### config.mk
export PLATFORM = sky130hd
export DESIGN_NAME = sd_card_cmd_responder
export DESIGN_NICKNAME = d
export VERILOG_FILES = /design/src/rtl/sd_pkg.sv /design/src/rtl/sd_crc7.sv /design/src/rtl/sd_card_cmd_responder.sv
export SDC_FILE = /design/constraint.sdc
export NUM_CORES = 1
export LEC_CHECK = 0
export CORE_UTILIZATION = 60
export CTS_CLUSTER_DIAMETER = 100
export DETAILED_ROUTE_END_ITERATION = 6
export HOLD_SLACK_MARGIN = 0.15
export PLACE_DENSITY_LB_ADDON = 0.1
export SETUP_SLACK_MARGIN = 0.3
export SLEW_MARGIN = 20
export SYNTH_ARGS = -nofsm -noshare
export SYNTH_HDL_FRONTEND = slang
export SYNTH_HIERARCHICAL = 1
export SYNTH_SLANG_ARGS = --single-unit
### constraint.sdc
create_clock -name clk -period 7.8 [get_ports clk]
set_input_delay 1.17 -clock clk [delete_from_list [all_inputs] [get_ports clk]]
set_output_delay 1.17 -clock clk [all_outputs]
set_load 0.01 [all_outputs]
### src/rtl/sd_pkg.sv
// sd_pkg: shared types and constants for the SD CMD-line responder.
//   rsp_type_e  - response kind offered by card logic
//   state_e     - responder line state
//   CRC7_POLY   - x^7 + x^3 + 1 feedback taps
//   FRAME_LEN   - bits per command/response frame
//   CRC7_NONE   - CRC field value sent for R3 responses
//   crc7_step() - one serial CRC7 update
package sd_pkg;

    typedef enum logic [1:0] {
        RSP_NONE = 2'd0,
        RSP_R48  = 2'd1,
        RSP_R3   = 2'd2,
        RSP_RSVD = 2'd3
    } rsp_type_e;

    typedef enum logic [1:0] {
        ST_IDLE,
        ST_RECV,
        ST_WAIT_RSP,
        ST_SEND
    } state_e;

    localparam logic [6:0] CRC7_POLY = 7'h09;
    localparam int         FRAME_LEN = 48;
    localparam logic [6:0] CRC7_NONE = 7'h7F;

    function automatic logic [6:0] crc7_step(input logic [6:0] crc, input logic din);
        logic fb;
        fb = din ^ crc[6];
        return {crc[5:0], 1'b0} ^ (fb ? CRC7_POLY : 7'h00);
    endfunction

endpackage

### src/rtl/sd_crc7.sv
// sd_crc7: serial CRC7 accumulator, one bit per enabled cycle.
//   clk, rst  - clock, synchronous active-high reset
//   i_clr     - return the CRC to zero (wins over i_en)
//   i_en      - fold i_din into the CRC this cycle
//   i_din     - serial data bit
//   o_crc     - current CRC value
module sd_crc7 (
    input  logic       clk,
    input  logic       rst,
    input  logic       i_clr,
    input  logic       i_en,
    input  logic       i_din,
    output logic [6:0] o_crc
);
    import sd_pkg::*;

    logic [6:0] r_crc;

    always_ff @(posedge clk) begin
        if (rst || i_clr) begin
            r_crc <= '0;
        end else if (i_en) begin
            r_crc <= crc7_step(r_crc, i_din);
        end
    end

    assign o_crc = r_crc;

endmodule

### src/rtl/sd_card_cmd_responder.sv
// sd_card_cmd_responder: card side of the SD CMD line.
// Receives 48-bit host commands (framing + CRC7 checked), reports them as a
// one-cycle cmd_valid / cmd_err event, then optionally sends a 48-bit
// response supplied by card logic once the NCR gap has elapsed.
//   clk, rst            - clock, synchronous active-high reset
//   tick                - SD clock rising-edge strobe; line activity advances only on it
//   cmd_i               - sampled CMD line
//   cmd_o, cmd_t        - CMD drive value and release (1 = released)
//   cmd_valid, cmd_err  - frame good / frame bad pulses
//   cmd_index, cmd_arg  - fields of the last good command
//   rsp_valid/rsp_ready - response handshake
//   rsp_type/index/arg  - response content
module sd_card_cmd_responder #(
    parameter int NcrTicks   = 2,
    parameter int RspTimeout = 64
) (
    input  logic        clk,
    input  logic        rst,
    input  logic        tick,
    input  logic        cmd_i,
    output logic        cmd_o,
    output logic        cmd_t,
    output logic        cmd_valid,
    output logic        cmd_err,
    output logic [5:0]  cmd_index,
    output logic [31:0] cmd_arg,
    input  logic        rsp_valid,
    output logic        rsp_ready,
    input  logic [1:0]  rsp_type,
    input  logic [5:0]  rsp_index,
    input  logic [31:0] rsp_arg
);
    import sd_pkg::*;

    localparam logic [15:0] NCR       = 16'(NcrTicks);
    localparam logic [15:0] TMO       = 16'(RspTimeout);
    localparam logic [5:0]  LAST_BIT  = 6'(FRAME_LEN - 1);
    localparam logic [5:0]  CRC_START = 6'(FRAME_LEN - 8);  // first bit position of the CRC field

    state_e     r_state,     w_state_next;
    logic [5:0] r_bit_cnt,   w_bit_cnt_next;
    logic [45:0] r_shift,    w_shift_next;     // frame bits 46..1 as they arrive
    logic [15:0] r_wait_cnt, w_wait_cnt_next;
    logic       r_have_rsp,  w_have_rsp_next;
    rsp_type_e  r_rsp_type,  w_rsp_type_next;
    logic [5:0] r_rsp_index, w_rsp_index_next;
    logic [31:0] r_rsp_arg,  w_rsp_arg_next;
    logic       r_cmd_o,     w_cmd_o_next;
    logic       r_cmd_t,     w_cmd_t_next;
    logic       r_cmd_valid, w_cmd_valid_next;
    logic       r_cmd_err,   w_cmd_err_next;
    logic [5:0] r_cmd_index, w_cmd_index_next;
    logic [31:0] r_cmd_arg,  w_cmd_arg_next;

    logic        w_rx_crc_clr, w_rx_crc_en, w_tx_crc_clr, w_tx_crc_en;
    logic [6:0]  w_rx_crc, w_tx_crc, w_crc_field;
    logic [46:0] w_rx_body;
    logic        w_rx_good;
    logic [15:0] w_wait_cnt_inc;
    logic        w_timeout, w_rsp_ready, w_rsp_accept;
    logic [5:0]  w_tx_n;
    logic [39:0] w_tx_word;
    logic        w_tx_bit;
    rsp_type_e   w_rsp_type_in;

    // A start bit is 0 and the CRC starts at 0, so the receive CRC can stay
    // cleared through the start-bit tick and pick up from bit 46.
    sd_crc7 u_rx_crc (
        .clk   (clk),
        .rst   (rst),
        .i_clr (w_rx_crc_clr),
        .i_en  (w_rx_crc_en),
        .i_din (cmd_i),
        .o_crc (w_rx_crc)
    );

    // Same trick on the send side: start and transmission bits are both 0.
    sd_crc7 u_tx_crc (
        .clk   (clk),
        .rst   (rst),
        .i_clr (w_tx_crc_clr),
        .i_en  (w_tx_crc_en),
        .i_din (w_tx_bit),
        .o_crc (w_tx_crc)
    );

    assign w_rx_body = {r_shift, cmd_i};
    assign w_rx_good = w_rx_body[46] && w_rx_body[0] && (w_rx_body[7:1] == w_rx_crc);

    // Counter value belonging to the current tick (end-bit tick is 0).
    assign w_wait_cnt_inc = r_wait_cnt + 16'd1;
    assign w_timeout      = (r_state == ST_WAIT_RSP) && tick && !r_have_rsp && (w_wait_cnt_inc == TMO);
    // Ready drops combinationally on the timeout tick so a late offer is never accepted.
    assign w_rsp_ready    = (r_state == ST_WAIT_RSP) && !r_have_rsp && !w_timeout;
    assign w_rsp_accept   = rsp_valid && w_rsp_ready;
    assign w_rsp_type_in  = rsp_type_e'(rsp_type);

    assign w_tx_n       = r_bit_cnt + 6'd1;
    assign w_tx_word    = {2'b00, r_rsp_index, r_rsp_arg};
    assign w_crc_field  = (r_rsp_type == RSP_R3) ? CRC7_NONE : w_tx_crc;
    assign w_tx_bit     = (w_tx_n < CRC_START) ? w_tx_word[6'd39 - w_tx_n]
                        : (w_tx_n < LAST_BIT)  ? w_crc_field[3'(6'd46 - w_tx_n)]
                        : 1'b1;
    assign w_tx_crc_clr = (r_state != ST_SEND);

    always_comb begin
        w_state_next     = r_state;
        w_bit_cnt_next   = r_bit_cnt;
        w_shift_next     = r_shift;
        w_wait_cnt_next  = r_wait_cnt;
        w_have_rsp_next  = r_have_rsp;
        w_rsp_type_next  = r_rsp_type;
        w_rsp_index_next = r_rsp_index;
        w_rsp_arg_next   = r_rsp_arg;
        w_cmd_o_next     = r_cmd_o;
        w_cmd_t_next     = r_cmd_t;
        w_cmd_valid_next = 1'b0;
        w_cmd_err_next   = 1'b0;
        w_cmd_index_next = r_cmd_index;
        w_cmd_arg_next   = r_cmd_arg;
        w_rx_crc_clr     = 1'b0;
        w_rx_crc_en      = 1'b0;
        w_tx_crc_en      = 1'b0;

        case (r_state)
            ST_IDLE: begin
                w_rx_crc_clr = 1'b1;
                if (tick && !cmd_i) begin
                    w_state_next   = ST_RECV;
                    w_bit_cnt_next = 6'd1;
                    w_shift_next   = '0;
                end
            end
            ST_RECV: begin
                if (tick) begin
                    w_shift_next   = w_rx_body[45:0];
                    w_bit_cnt_next = r_bit_cnt + 6'd1;
                    w_rx_crc_en    = (r_bit_cnt < CRC_START);
                    if (r_bit_cnt == LAST_BIT) begin
                        if (w_rx_good) begin
                            w_cmd_valid_next = 1'b1;
                            w_cmd_index_next = w_rx_body[45:40];
                            w_cmd_arg_next   = w_rx_body[39:8];
                            w_wait_cnt_next  = '0;
                            w_have_rsp_next  = 1'b0;
                            w_state_next     = ST_WAIT_RSP;
                        end else begin
                            w_cmd_err_next   = 1'b1;
                            w_state_next     = ST_IDLE;
                        end
                    end
                end
            end
            ST_WAIT_RSP: begin
                if (tick) begin
                    w_wait_cnt_next = w_wait_cnt_inc;
                end
                if (w_rsp_accept) begin
                    w_rsp_type_next  = w_rsp_type_in;
                    w_rsp_index_next = rsp_index;
                    w_rsp_arg_next   = rsp_arg;
                    if (w_rsp_type_in == RSP_R48 || w_rsp_type_in == RSP_R3) begin
                        w_have_rsp_next = 1'b1;
                    end else begin
                        w_state_next    = ST_IDLE;
                    end
                end else if (tick && r_have_rsp && (w_wait_cnt_inc >= NCR)) begin
                    // Drive the start bit; bit_cnt tracks the bit on the line.
                    w_cmd_o_next   = 1'b0;
                    w_cmd_t_next   = 1'b0;
                    w_bit_cnt_next = '0;
                    w_state_next   = ST_SEND;
                end else if (w_timeout) begin
                    w_state_next   = ST_IDLE;
                end
            end
            ST_SEND: begin
                if (tick) begin
                    if (r_bit_cnt == LAST_BIT) begin
                        w_cmd_o_next = 1'b1;
                        w_cmd_t_next = 1'b1;
                        w_state_next = ST_IDLE;
                    end else begin
                        w_cmd_o_next   = w_tx_bit;
                        w_bit_cnt_next = w_tx_n;
                        w_tx_crc_en    = (w_tx_n < CRC_START);
                    end
                end
            end
            default: w_state_next = ST_IDLE;
        endcase
    end

    always_ff @(posedge clk) begin
        if (rst) begin
            r_state     <= ST_IDLE;
            r_bit_cnt   <= '0;
            r_shift     <= '0;
            r_wait_cnt  <= '0;
            r_have_rsp  <= 1'b0;
            r_rsp_type  <= RSP_NONE;
            r_rsp_index <= '0;
            r_rsp_arg   <= '0;
            r_cmd_o     <= 1'b1;
            r_cmd_t     <= 1'b1;
            r_cmd_valid <= 1'b0;
            r_cmd_err   <= 1'b0;
            r_cmd_index <= '0;
            r_cmd_arg   <= '0;
        end else begin
            r_state     <= w_state_next;
            r_bit_cnt   <= w_bit_cnt_next;
            r_shift     <= w_shift_next;
            r_wait_cnt  <= w_wait_cnt_next;
            r_have_rsp  <= w_have_rsp_next;
            r_rsp_type  <= w_rsp_type_next;
            r_rsp_index <= w_rsp_index_next;
            r_rsp_arg   <= w_rsp_arg_next;
            r_cmd_o     <= w_cmd_o_next;
            r_cmd_t     <= w_cmd_t_next;
            r_cmd_valid <= w_cmd_valid_next;
            r_cmd_err   <= w_cmd_err_next;
            r_cmd_index <= w_cmd_index_next;
            r_cmd_arg   <= w_cmd_arg_next;
        end
    end

    assign cmd_o     = r_cmd_o;
    assign cmd_t     = r_cmd_t;
    assign cmd_valid = r_cmd_valid;
    assign cmd_err   = r_cmd_err;
    assign cmd_index = r_cmd_index;
    assign cmd_arg   = r_cmd_arg;
    assign rsp_ready = w_rsp_ready;

endmodule

==> PnR_summary.wiki, run 1 <==
{| class="wikitable"
! Metric !! Value
|-
| PostCTS Resize Cnt || 0
|-
| RSZ-0062 raised after global routing || no
|-
| GP Congestion || ~0.9
|-
| Area of the mapped netlist || around 0.0074 mm²
|-
| Remaining design rule violation count || 0
|-
| Share of flip-flops with an asynchronous set or reset || 0%
|-
| Placeable Area || 0.0120 mm²
|-
| Wire length per cell || about 16 µm
|-
| Worst Max-Slew Pin Slew || slightly above 1 ns
|-
| Highest clock frequency the design can meet || 198 MHz
|-
| Register bit total from synthesis || 167
|-
| Syn_area_per_cell || 9.06 µm²
|-
| Number of nets in the final layout || between 900 and 1000
|-
| Main flop type after synthesis || sky130_fd_sc_hd__dfxtp_1
|-
| Area enclosed by the die boundary || between 0.01 and 0.015 mm²
|-
| Yosys top cell area share || a little under half
|-
| Initial antenna violation count || 0
|-
| Power density relative to cell area || 198 mW/mm²
|-
| Proportion of power drawn by the clock network || between 40% and 50%
|-
| Arrival time worst endpoint || 3.88 ns
|-
| Clock-pin slew on the worst setup and hold paths || around 0.060 ns
|-
| Startpoint Class || input pin
|-
| Final Hold Fails || 0
|-
| Critical path, cell by cell || clkdlybuf4s50_1 -> nand2_1 -> nor2_1 -> o211ai_1 -> nor2_1 -> nor3_1 -> clkdlybuf4s50_1
|-
| Max-slew headroom || 30.6%
|-
| Fraction of power consumed by combinational cells || under 10%
|-
| Slowest-stage cell, CP || sky130_fd_sc_hd__clkdlybuf4s50_1
|-
| Worst path required time || approximately 6.6 ns
|-
| Total CTS buffers || 17
|-
| TritonRoute pass-1 iters || 5
|-
| Number of flops mapped to enable cells by yosys || 0
|-
| Layout Area Growth over Synthesis || 18.3%
|-
| Largest vdd supply drop || roughly 150 µV
|-
| Ratio of final minimum period to clock period || roughly two thirds
|-
| Library cells used by synthesis || 71
|-
| Leakage power || between 3 and 4 nW
|-
| Die Height || 113 µm
|-
| Largest stage delay on the critical path || roughly 0.70 ns
|-
| Number of buffers between clock root and the deepest sink || 2
|-
| Setup slack after placement || 2.83 ns
|-
| Outcome || finished, final reports clean
|-
| Sum of negative setup slack || 0 ns
|-
| Remaining antenna violation count after routing || 0
|-
| Final count of pins violating max slew || 0
|-
| Worst Skew || 0.00802 ns
|-
| # fillers || about 890
|-
| Cell with the most instances after synthesis || sky130_fd_sc_hd__dfxtp_1
|-
| Hold Path Class || reg -> reg
|-
| Vias in the first global route || just under 6000
|-
| Cell type contributing the most total cell area after synthesis || sky130_fd_sc_hd__dfxtp_1
|-
| Worst Path Class, Setup || in -> out
|-
| Cell types with the highest counts after synthesis || sky130_fd_sc_hd__dfxtp_1, sky130_fd_sc_hd__nor2_1, sky130_fd_sc_hd__nand2_1
|-
| TritonCTS clock tree || yes
|-
| Cell row count || 40
|-
| Cells after synthesis || 817
|-
| H-tree level count || 4
|-
| Kind of cell with the highest combined delay on the critical path || buffers and inverters
|-
| CP max FO || 12
|-
| Final setup margin || 2.75 ns
|-
| NetSw || approximately 0.00039 W
|-
| Root cell of the clock tree || sky130_fd_sc_hd__clkbuf_16
|-
| Insertion delay to the later sink of the worst-skew pair || about 0.42 ns
|-
| Post-CTS Setup Bufs || 0
|-
| Via-per-instance ratio || approximately 6
|-
| Number of warnings issued by yosys || 6
|-
| Proportion of total power due to net switching || a little under a quarter
|-
| Most area-consuming cells after synthesis || sky130_fd_sc_hd__dfxtp_1, sky130_fd_sc_hd__mux2i_1, sky130_fd_sc_hd__nor2_1
|-
| MaxCap Viol Count || 0
|-
| Post-route minimum period || around 5 ns
|-
| Aggregate global routing overflow || 0
|-
| Syn_nets || between 800 and 900
|-
| Sequential area share after synthesis || between 40% and 50%
|-
| Effective utilization at floorplan || ~62%
|-
| Worst Path Buf+Inv || 2
|-
| Number of diodes added for antenna fixing || 0
|-
| Io pins || ~90
|-
| Pin count of the biggest net entering global routing || around 120
|-
| Num Clock Sinks || ~170
|-
| Die Width || 113 µm
|-
| Routed wire length || roughly 16000 µm
|-
| Final Setup Violations || 0
|-
| Total Routing Usage GR || 26.2%
|-
| Fraction of power consumed by sequential logic || between 40 and 50%
|-
| Port bufs || between 80 and 90
|-
| Wire length of the first global-routing pass || roughly 27000 µm
|-
| Hold buffer count at cts || 0
|-
| Int Power || 0.00134 W
|-
| Initial drt markers || 516
|-
| Routed vias || between 6000 and 7000
|-
| Total half-perimeter wirelength after legalization and detailed placement || roughly 11000 µm
|-
| Kind of capture point of the worst setup path || output port
|-
| Layout cells sized above 1 || just over 7%
|}
==> path summary, 6_finish.rpt <==
| path | from | endpoint | slack [ns] | depth (start not counted) |
|---|---|---|---|---|
| worst min register to register | cmd_arg[5] | cmd_arg[5] | 0.45 | 2 |
| worst max register to register | r_bit_cnt[0] | u_tx_crc/o_crc[3] | 4.22 | 11 |
| worst min-delay path | cmd_arg[5] | cmd_arg[5] | 0.45 | 2 |
| worst max-delay path | tick | rsp_ready | 2.75 | 7 |
==> power by group through the flow <==
| stage | registers [W] | clock network [W] | logic [W] |
|---|---|---|---|
| 6_report | 0.000856 | 0.000801 | 0.0000756 |
| 3_5_place_dp | 0.000875 | 0 | 0.0000748 |
| 5_1_grt | 0.000856 | 0.000847 | 0.0000806 |
| 4_1_cts | 0.000856 | 0.000809 | 0.0000750 |
| 2_1_floorplan | 0.000874 | 0 | 0.0000431 |
| 3_3_place_gp | 0.000875 | 0 | 0.0000730 |
==> logic make-up after synthesis <==
group	synth area share, %
AND/OR/NAND/NOR	19.4
flip-flops	45.1
AO/OA/AOI/OAI	15.7
buffers and inverters	4.92
multiplexers	11.5
XOR/XNOR	2.31
adder cells (fa/ha/maj)	1.01
==> metrics by stage <==
step	instances	area, µm²	power, W	hold WS [ns]	util (%)
global placement	995	8190	0.000948	0.442	68.2
detailed placement	995	8190	0.000950	0.443	68.2
finish	1027	8760	0.00173	0.450	73.0
floorplan	817	7410	0.000917	0.435	-
global route	1027	8760	0.00178	0.468	73.0
CTS	1027	8760	0.00174	0.453	72.9
==> layout by cell type (no fill, tap or decap), types with 4 or more instances in the layout <==
cell type	count
sky130_fd_sc_hd__nor2_1	137
sky130_fd_sc_hd__nor4_1	8
sky130_fd_sc_hd__clkinvlp_4	4
sky130_fd_sc_hd__a21oi_1	55
sky130_fd_sc_hd__a21o_1	4
sky130_fd_sc_hd__a211oi_1	4
sky130_fd_sc_hd__xnor2_1	5
sky130_fd_sc_hd__mux2i_1	53
sky130_fd_sc_hd__clkdlybuf4s50_1	86
sky130_fd_sc_hd__a311oi_1	6
sky130_fd_sc_hd__clkbuf_16	17
sky130_fd_sc_hd__mux4_1	6
sky130_fd_sc_hd__o22ai_1	5
sky130_fd_sc_hd__or3_1	7
sky130_fd_sc_hd__nor3_1	10
sky130_fd_sc_hd__o21ai_0	12
sky130_fd_sc_hd__nand4_1	7
sky130_fd_sc_hd__inv_1	11
sky130_fd_sc_hd__a22oi_1	46
sky130_fd_sc_hd__buf_4	6
sky130_fd_sc_hd__nand2_1	102
sky130_fd_sc_hd__dfxtp_1	167
sky130_fd_sc_hd__and3_1	7
sky130_fd_sc_hd__inv_6	4
sky130_fd_sc_hd__mux4_2	6
sky130_fd_sc_hd__a31oi_1	4
sky130_fd_sc_hd__nand3_1	16
sky130_fd_sc_hd__nor2b_1	4
sky130_fd_sc_hd__ha_1	6
sky130_fd_sc_hd__xor2_1	12
==> worst register-to-register path, stage by stage, from the launching register on <==
cell                      delay [ns]
sky130_fd_sc_hd__dfxtp_1        0.30
sky130_fd_sc_hd__buf_4          0.29
sky130_fd_sc_hd__inv_1          0.13
sky130_fd_sc_hd__ha_1           0.71
sky130_fd_sc_hd__mux4_1         0.42
sky130_fd_sc_hd__mux4_2         0.47
sky130_fd_sc_hd__a31oi_1        0.17
sky130_fd_sc_hd__o21ai_1        0.10
sky130_fd_sc_hd__a21o_1         0.22
sky130_fd_sc_hd__xnor2_1        0.16
sky130_fd_sc_hd__or4b_1         0.47
sky130_fd_sc_hd__nand3_1        0.07
==> state kept, by name, indices dropped and copies added, names as in the netlist, 2 cells and up <==
register        cells
r_shift            46
r_rsp_index         6
r_state             2
cmd_arg            32
r_rsp_type          2
r_bit_cnt           6
u_rx_crc/o_crc      7
u_tx_crc/o_crc      7
cmd_index           6
r_wait_cnt         16
r_rsp_arg          32
==> final cells by class <==
class	instances	area, µm²	share of cell area, %
Timing Repair Buffer	93	917	10.5
Sequential cell	167	3340	38.1
Clock inverter	12	116	1.33
Clock buffer	20	447	5.10
Tap cell	147	184	2.10
Inverter	11	41.3	0.471
Multi-Input combinational cell	577	3720	42.4
==> routing by layer <==
| metal | global-route usage, % | part of all wire, % | vias up |
|---|---|---|---|
| met5 | 0 | 0 | - |
| met4 | 8.07 | 1.4 | 0 |
| met3 | 6.27 | 4.9 | 22 |
| met2 | 44.9 | 50 | 173 |
| met1 | 32.7 | 44 | 2965 |
| li1 | - | - | 2986 |
Note: power is estimated with default switching activity, not from simulation.
==> run 2, diff against run 1 <==
- CORE_UTILIZATION: 60 -> 56
- clock period: 7.8 -> 4.65 ns (I/O delays scaled with it)
==> run 2 against run 1 <==
Compared with the run above:
- first-iteration DRC count grew 5.8%
- hold slack gained 0.0032 ns
- sequential cell count is the same
- clock-buffer cell count shrank 1
- global-route usage shrank 1.2 points
- sequential share of layout area shrank 0.17 points
- critical endpoint unchanged
- clock power grew 66%
- utilization shrank 4.0 points
==> PnR_summary.wiki, run 2 (synthesized netlist as in run 1, its figures left out) <==
{| class="wikitable"
! Metric !! Value
|-
| Outcome || finished, final reports clean
|-
| Placeable Area || 0.0128 mm²
|-
| Worst R2R Start || r_bit_cnt[0]
|-
| MaxCap Viol Count || 0
|-
| Hold path start || cmd_arg[3]
|-
| Insertion delay to the later sink of the worst-skew pair || about 0.43 ns
|-
| Reg2Reg Capture Point || u_tx_crc/o_crc[3]
|-
| # fillers || roughly 1000
|-
| Non-filler instance count after layout || about 1100
|-
| Stages on the worst setup path || 8
|-
| Pin count of the biggest net entering global routing || 93
|-
| Total Routing Usage GR || ~25%
|-
| Top library cells by usage in the layout, fill and taps aside || sky130_fd_sc_hd__dfxtp_1, sky130_fd_sc_hd__nor2_1, sky130_fd_sc_hd__nand2_1, sky130_fd_sc_hd__clkdlybuf4s50_1, sky130_fd_sc_hd__a21oi_1
|-
| Kind of cell with the highest combined delay on the critical path || simple AND/OR/NAND/NOR gates
|-
| Number of nets in the final layout || slightly above 900
|-
| Post-route minimum period || approximately 3.8 ns
|-
| Hold buffer count at cts || 0
|-
| Sum of negative setup slack || 0 ns
|-
| Remaining design rule violation count || 0
|-
| Hold Path Class || reg -> reg
|-
| Clock-pin slew on the worst setup and hold paths || ~0.070 ns
|-
| GP Congestion || between 0.8 and 0.9
|-
| Root cell of the clock tree || sky130_fd_sc_hd__clkbuf_16
|-
| Area enclosed by the die boundary || 0.0137 mm²
|-
| Startpoint Class || flip-flop
|-
| H-tree level count || 4
|-
| Leading cell type in the layout, fill and taps excluded || sky130_fd_sc_hd__dfxtp_1
|-
| Layout Area Growth over Synthesis || 18.9%
|-
| Wire length of the first global-routing pass || roughly 27000 µm
|-
| PostCTS Resize Cnt || 0
|-
| Io pins || 88
|-
| Final Setup Violations || 0
|-
| TritonRoute pass-1 iters || 5
|-
| Port bufs || 87
|-
| Routed vias || 6106
|-
| Leakage power || about 3.4 nW
|-
| Remaining antenna violation count after routing || 0
|-
| Die Width || about 120 µm
|-
| Total half-perimeter wirelength after legalization and detailed placement || ~11000 µm
|-
| Vias in the first global route || ~5800
|-
| Footprint of the flip-flops and latches || 0.00334 mm²
|-
| Number of buffers between clock root and the deepest sink || 2
|-
| Slowest-stage cell, CP || sky130_fd_sc_hd__clkdlybuf4s50_1
|-
| Critical path, cell by cell || ha_1 -> and3_1 -> nand4_2 -> mux2_4 -> o2111ai_4 -> nor2_1 -> nor3_1 -> clkdlybuf4s50_1
|-
| Total CTS buffers || 17
|-
| Largest stage delay on the critical path || around 0.56 ns
|-
| Number of diodes added for antenna fixing || 0
|-
| Layout cells sized above 1 || about 7.6%
|-
| Slack of the worst reg-to-reg path || approximately 1.2 ns
|-
| Number of cells in the design after placement || 1024
|-
| Ratio of final minimum period to clock period || 81.7%
|-
| Effective utilization at floorplan || between 50% and 60%
|-
| Max-slew headroom || between 30% and 40%
|-
| Routed wire length || ~16000 µm
|-
| Initial antenna violation count || 0
|-
| Worst reg-to-reg path cell count || 10
|-
| Hold path cells || 2
|-
| Num Clock Sinks || roughly 170
|-
| Highest clock frequency the design can meet || roughly 260 MHz
|-
| CP max FO || 7
|-
| Worst path required time || 3.95 ns
|-
| Cell row count || 41
|-
| Power density relative to cell area || roughly 330 mW/mm²
|-
| Aggregate global routing overflow || 0
|-
| Worst Path Class, Setup || reg -> out
|-
| Worst Path Buf+Inv || 1
|-
| Multi-input combinational cell area || roughly 0.0037 mm²
|-
| Number of flip-flops in the largest register || between 40 and 50
|-
| Final Hold Fails || 0
|-
| Non-Filler Cell Area, Final || about 0.0088 mm²
|-
| Instance area at placement || slightly above 0.008 mm²
|-
| Final core utilization || about 69%
|-
| Initial drt markers || about 550
|-
| Endpoint with the worst hold slack || cmd_arg[3]
|-
| Via-per-instance ratio || 5.78
|-
| RSZ-0062 raised after global routing || no
|-
| TritonCTS clock tree || yes
|-
| Post-CTS Setup Bufs || 0
|-
| Arrival time worst endpoint || 3.10 ns
|-
| Register with the most flip-flops || r_shift
|-
| Largest vdd supply drop || approximately 280 µV
|-
| Total chip power || about 0.0029 W
|-
| Wire length per cell || about 15 µm
|-
| Die Height || approximately 120 µm
|-
| Final count of pins violating max slew || 0
|-
| Kind of capture point of the worst setup path || output port
|-
| Worst Max-Slew Pin Slew || 0.949 ns
|-
| Worst Skew || approximately 0.011 ns
|}
[run 2: cell count changes in the layout (fill, tap and decap cells not counted)]
cell	change
sky130_fd_sc_hd__clkbuf_1	-1
sky130_fd_sc_hd__buf_6	-1
sky130_fd_sc_hd__bufinv_16	-1
sky130_fd_sc_hd__inv_6	+3
sky130_fd_sc_hd__clkinv_4	+2
sky130_fd_sc_hd__nor3_2	-1
sky130_fd_sc_hd__nor3_1	+1
sky130_fd_sc_hd__clkinvlp_4	-3
sky130_fd_sc_hd__buf_4	+5
[run 2: worst max-delay path by stage]
stage,from,to,slack (ns)
final,r_wait_cnt[0],rsp_ready,0.85
after global routing,r_wait_cnt[0],rsp_ready,0.64
after CTS,r_wait_cnt[0],rsp_ready,0.84
after detailed placement,tick,rsp_ready,1.08
after global placement,tick,rsp_ready,1.15
after floorplan,r_bit_cnt[0],u_tx_crc/o_crc[3],1.30
[run 2: cell type report]
type	instances	area share [%]
inverters	11	0.469
flip-flops and latches	167	38.0
clock buffers	19	5.03
clock inverters	13	1.22
repair buffers	97	10.7
multi-input cells	577	42.1
well taps	172	2.44
[run 2: through the flow]
stage | hold slack (ns) | worst slack, ns
after floorplan | 0.435 | 1.30
after global placement | 0.441 | 1.15
after detailed placement | 0.444 | 1.08
after CTS | 0.455 | 0.838
after global routing | 0.468 | 0.643
final | 0.453 | 0.849
[run 2: power by group]
part	total, W	internal (W)	switching [W]
logic	0.000124	0.0000545	0.0000696
registers	0.00144	0.00143	0.00000563
clock network	0.00133	0.000713	0.000613
total	0.00289	0.00220	0.000688
[run 2: worst register-to-register path: cells and delay by family, from the launching register on]
kind	cells	cell delay [ns]
mux	2	0.90
fa+ha+maj	1	0.68
simple gates	2	0.56
compound gates	3	0.49
flops	1	0.46
xor+xnor	1	0.16
buf+inv	1	0.12
[run 2: layer usage]
metal  share of wire (%)  GRT usage [%]  vias up
met5                   0              0        -
met4                 1.5           8.44        0
met3                 4.1           5.82       23
met2                  49           42.0      141
met1                  46           31.7     2936
li1                    -              -     3006
==> run 3, diff against run 2 <==
- CORE_UTILIZATION: 56 -> 50
- clock period: 4.65 -> 3.17 ns (I/O delays scaled with it)
==> run 3 against run 2 <==
Compared with the run above:
- global-route usage down 1.6 points
- clock power up 46%
- sequential cell count unchanged
- combinational power up 64%
- power up 47%
- clock-buffer cell count unchanged
- largest power group unchanged
- first-iteration DRC count up 5.5%
- via count up 0.41%
- setup slack worse by 0.47 ns
- largest cell class unchanged
- utilization down 6.3 points
- sequential share of layout area down 0.95 points
- routed wire length up 5.7%
==> PnR_summary.wiki, run 3 (synthesized netlist as in run 1, its figures left out) <==
{| class="wikitable"
! Metric !! Value
|-
| Outcome || finished, final reports clean
|-
| Port bufs || between 80 and 90
|-
| Worst Skew || 0.00649 ns
|-
| Ratio of final minimum period to clock period || between 80 and 90%
|-
| TritonRoute pass-1 iters || 5
|-
| Cell row count || 44
|-
| Insertion delay to the later sink of the worst-skew pair || between 0.4 and 0.5 ns
|-
| Power density relative to cell area || between 400 and 500 mW/mm²
|-
| Hold path start || cmd_arg[6]
|-
| GP Congestion || ~0.85
|-
| Kind of capture point of the worst setup path || flip-flop
|-
| Leading cell type in the layout, fill and taps excluded || sky130_fd_sc_hd__dfxtp_1
|-
| Area enclosed by the die boundary || around 0.015 mm²
|-
| Kind of cell with the highest combined delay on the critical path || multiplexers
|-
| Pin count of the biggest net entering global routing || between 90 and 100
|-
| Stages on the worst setup path || 11
|-
| Worst path required time || between 3 and 4 ns
|-
| Number of buffers between clock root and the deepest sink || 2
|-
| MaxCap Viol Count || 0
|-
| Worst reg-to-reg path cell count || 11
|-
| Root cell of the clock tree || sky130_fd_sc_hd__clkbuf_16
|-
| Worst R2R Start || r_bit_cnt[0]
|-
| Total Routing Usage GR || 23.4%
|-
| Via-per-instance ratio || about 5.7
|-
| Placeable Area || 0.0145 mm²
|-
| Die Height || roughly 120 µm
|-
| Number of diodes added for antenna fixing || 0
|-
| Routed wire length || 17200 µm
|-
| Aggregate global routing overflow || 0
|-
| Reg2Reg Capture Point || u_tx_crc/o_crc[3]
|-
| Sum of negative setup slack || 0 ns
|-
| Hold path cells || 2
|-
| Initial drt markers || 576
|-
| Max-slew headroom || between 50% and 60%
|-
| Clock-pin slew on the worst setup and hold paths || roughly 0.060 ns
|-
| Hold Path Class || reg -> reg
|-
| Total half-perimeter wirelength after legalization and detailed placement || 11200 µm
|-
| Final Setup Violations || 0
|-
| Leakage power || roughly 3.5 nW
|-
| Highest clock frequency the design can meet || 359 MHz
|-
| Die Width || ~120 µm
|-
| Effective utilization at floorplan || between 50% and 60%
|-
| Worst Path Class, Setup || reg -> reg
|-
| Initial antenna violation count || 0
|-
| H-tree level count || 4
|-
| Num Clock Sinks || around 170
|-
| Layout Area Growth over Synthesis || 22.5%
|-
| Slack of the worst reg-to-reg path || approximately 0.38 ns
|-
| Endpoint with the worst hold slack || cmd_arg[6]
|-
| Hold buffer count at cts || 0
|-
| Number of flip-flops in the largest register || 46
|-
| Total CTS buffers || 17
|-
| Largest vdd supply drop || approximately 390 µV
|-
| Routed vias || between 6000 and 7000
|-
| Final Hold Fails || 0
|-
| Remaining design rule violation count || 0
|-
| Startpoint Class || flip-flop
|-
| Layout cells sized above 1 || 11.0%
|-
| Largest stage delay on the critical path || ~0.48 ns
|-
| Remaining antenna violation count after routing || 0
|-
| CP max FO || 7
|-
| Vias in the first global route || between 5000 and 6000
|-
| Worst Path Buf+Inv || 2
|-
| Worst Max-Slew Pin Slew || between 0.6 and 0.7 ns
|-
| TritonCTS clock tree || yes
|-
| Tightest hold margin || roughly 0.45 ns
|-
| Wire length per cell || between 15 and 20 µm
|-
| Critical path, cell by cell || inv_2 -> ha_4 -> buf_12 -> mux4_2 -> mux4_2 -> a31oi_1 -> o21ai_1 -> a21o_1 -> xnor2_1 -> or4b_1 -> nand3_1
|-
| Wire length of the first global-routing pass || between 20000 and 30000 µm
|-
| Top library cells by usage in the layout, fill and taps aside || sky130_fd_sc_hd__dfxtp_1, sky130_fd_sc_hd__nor2_1, sky130_fd_sc_hd__nand2_1, sky130_fd_sc_hd__clkdlybuf4s50_1, sky130_fd_sc_hd__a21oi_1
|-
| RSZ-0062 raised after global routing || yes
|-
| Register with the most flip-flops || r_shift
|-
| Io pins || 88
|-
| Arrival time worst endpoint || roughly 3.2 ns
|-
| Number of nets in the final layout || about 940
|-
| Cell with the most instances on the worst path || sky130_fd_sc_hd__mux4_2
|-
| Post-route minimum period || approximately 2.8 ns
|-
| Final count of pins violating max slew || 0
|-
| Slowest-stage cell, CP || sky130_fd_sc_hd__mux4_2
|}
## run 3: worst max-delay path by stage
stage	start	to	slack, ns
final	r_bit_cnt[0]	u_tx_crc/o_crc[3]	0.38
after floorplan	r_bit_cnt[0]	u_tx_crc/o_crc[3]	0.27
after global placement	r_wait_cnt[0]	rsp_ready	0.33
after CTS	r_wait_cnt[1]	rsp_ready	0.30
after global routing	r_bit_cnt[0]	u_tx_crc/o_crc[3]	0.20
after detailed placement	r_wait_cnt[0]	rsp_ready	0.24
## run 3: timing repair
item,in CTS,in global routing
buffers inserted,7,4
gates resized for setup,14,12
setup endpoints to repair,2,40
pin swaps,6,4
## run 3: per-layer routing
metal  share of wire, %  global-route usage (%)  up-vias
met5                  0                       0        -
met2                 46                    35.8      150
met1                 48                    32.2     2924
li1                   -                       -     3034
met3                4.4                    6.09       23
met4                1.4                    7.53        0
## run 3: layout make-up
class                           count  area [µm²]
Tap cell                          184         230
Inverter                           11        41.3
Fill cell                        1231        5410
Multi-Input combinational cell    577        3770
Sequential cell                   167        3360
Clock inverter                     10         100
Timing Repair Buffer              116        1130
Clock buffer                       19         443
## run 3: through the flow
step	util (%)	setup WS [ns]	power, W	instance area [µm²]	std cells
global placement	57.8	0.328	0.00234	8370	1044
global route	62.7	0.198	0.00441	9070	1084
finish	62.7	0.384	0.00425	9070	1084
CTS	62.1	0.303	0.00428	9000	1080
floorplan	-	0.269	0.00226	7440	817
detailed placement	57.8	0.241	0.00235	8370	1044
## run 3: report_power, final
part / switching [W] / internal [W] / leakage, nW / total (W)
clock: 0.000844 / 0.00109 / 0.254 / 0.00194
sequential: 0.00000838 / 0.00210 / 1.35 / 0.00211
combinational: 0.000106 / 0.0000968 / 1.92 / 0.000203
## run 3: worst reg2reg max path, stage by stage, from the launching register on
cell and delay [ns]:
sky130_fd_sc_hd__dfxtp_4 0.39, sky130_fd_sc_hd__inv_2 0.06, sky130_fd_sc_hd__ha_4 0.27, sky130_fd_sc_hd__buf_12 0.12
sky130_fd_sc_hd__mux4_2 0.31, sky130_fd_sc_hd__mux4_2 0.48, sky130_fd_sc_hd__a31oi_1 0.13, sky130_fd_sc_hd__o21ai_1 0.08
sky130_fd_sc_hd__a21o_1 0.18, sky130_fd_sc_hd__xnor2_1 0.15, sky130_fd_sc_hd__or4b_1 0.47, sky130_fd_sc_hd__nand3_1 0.08
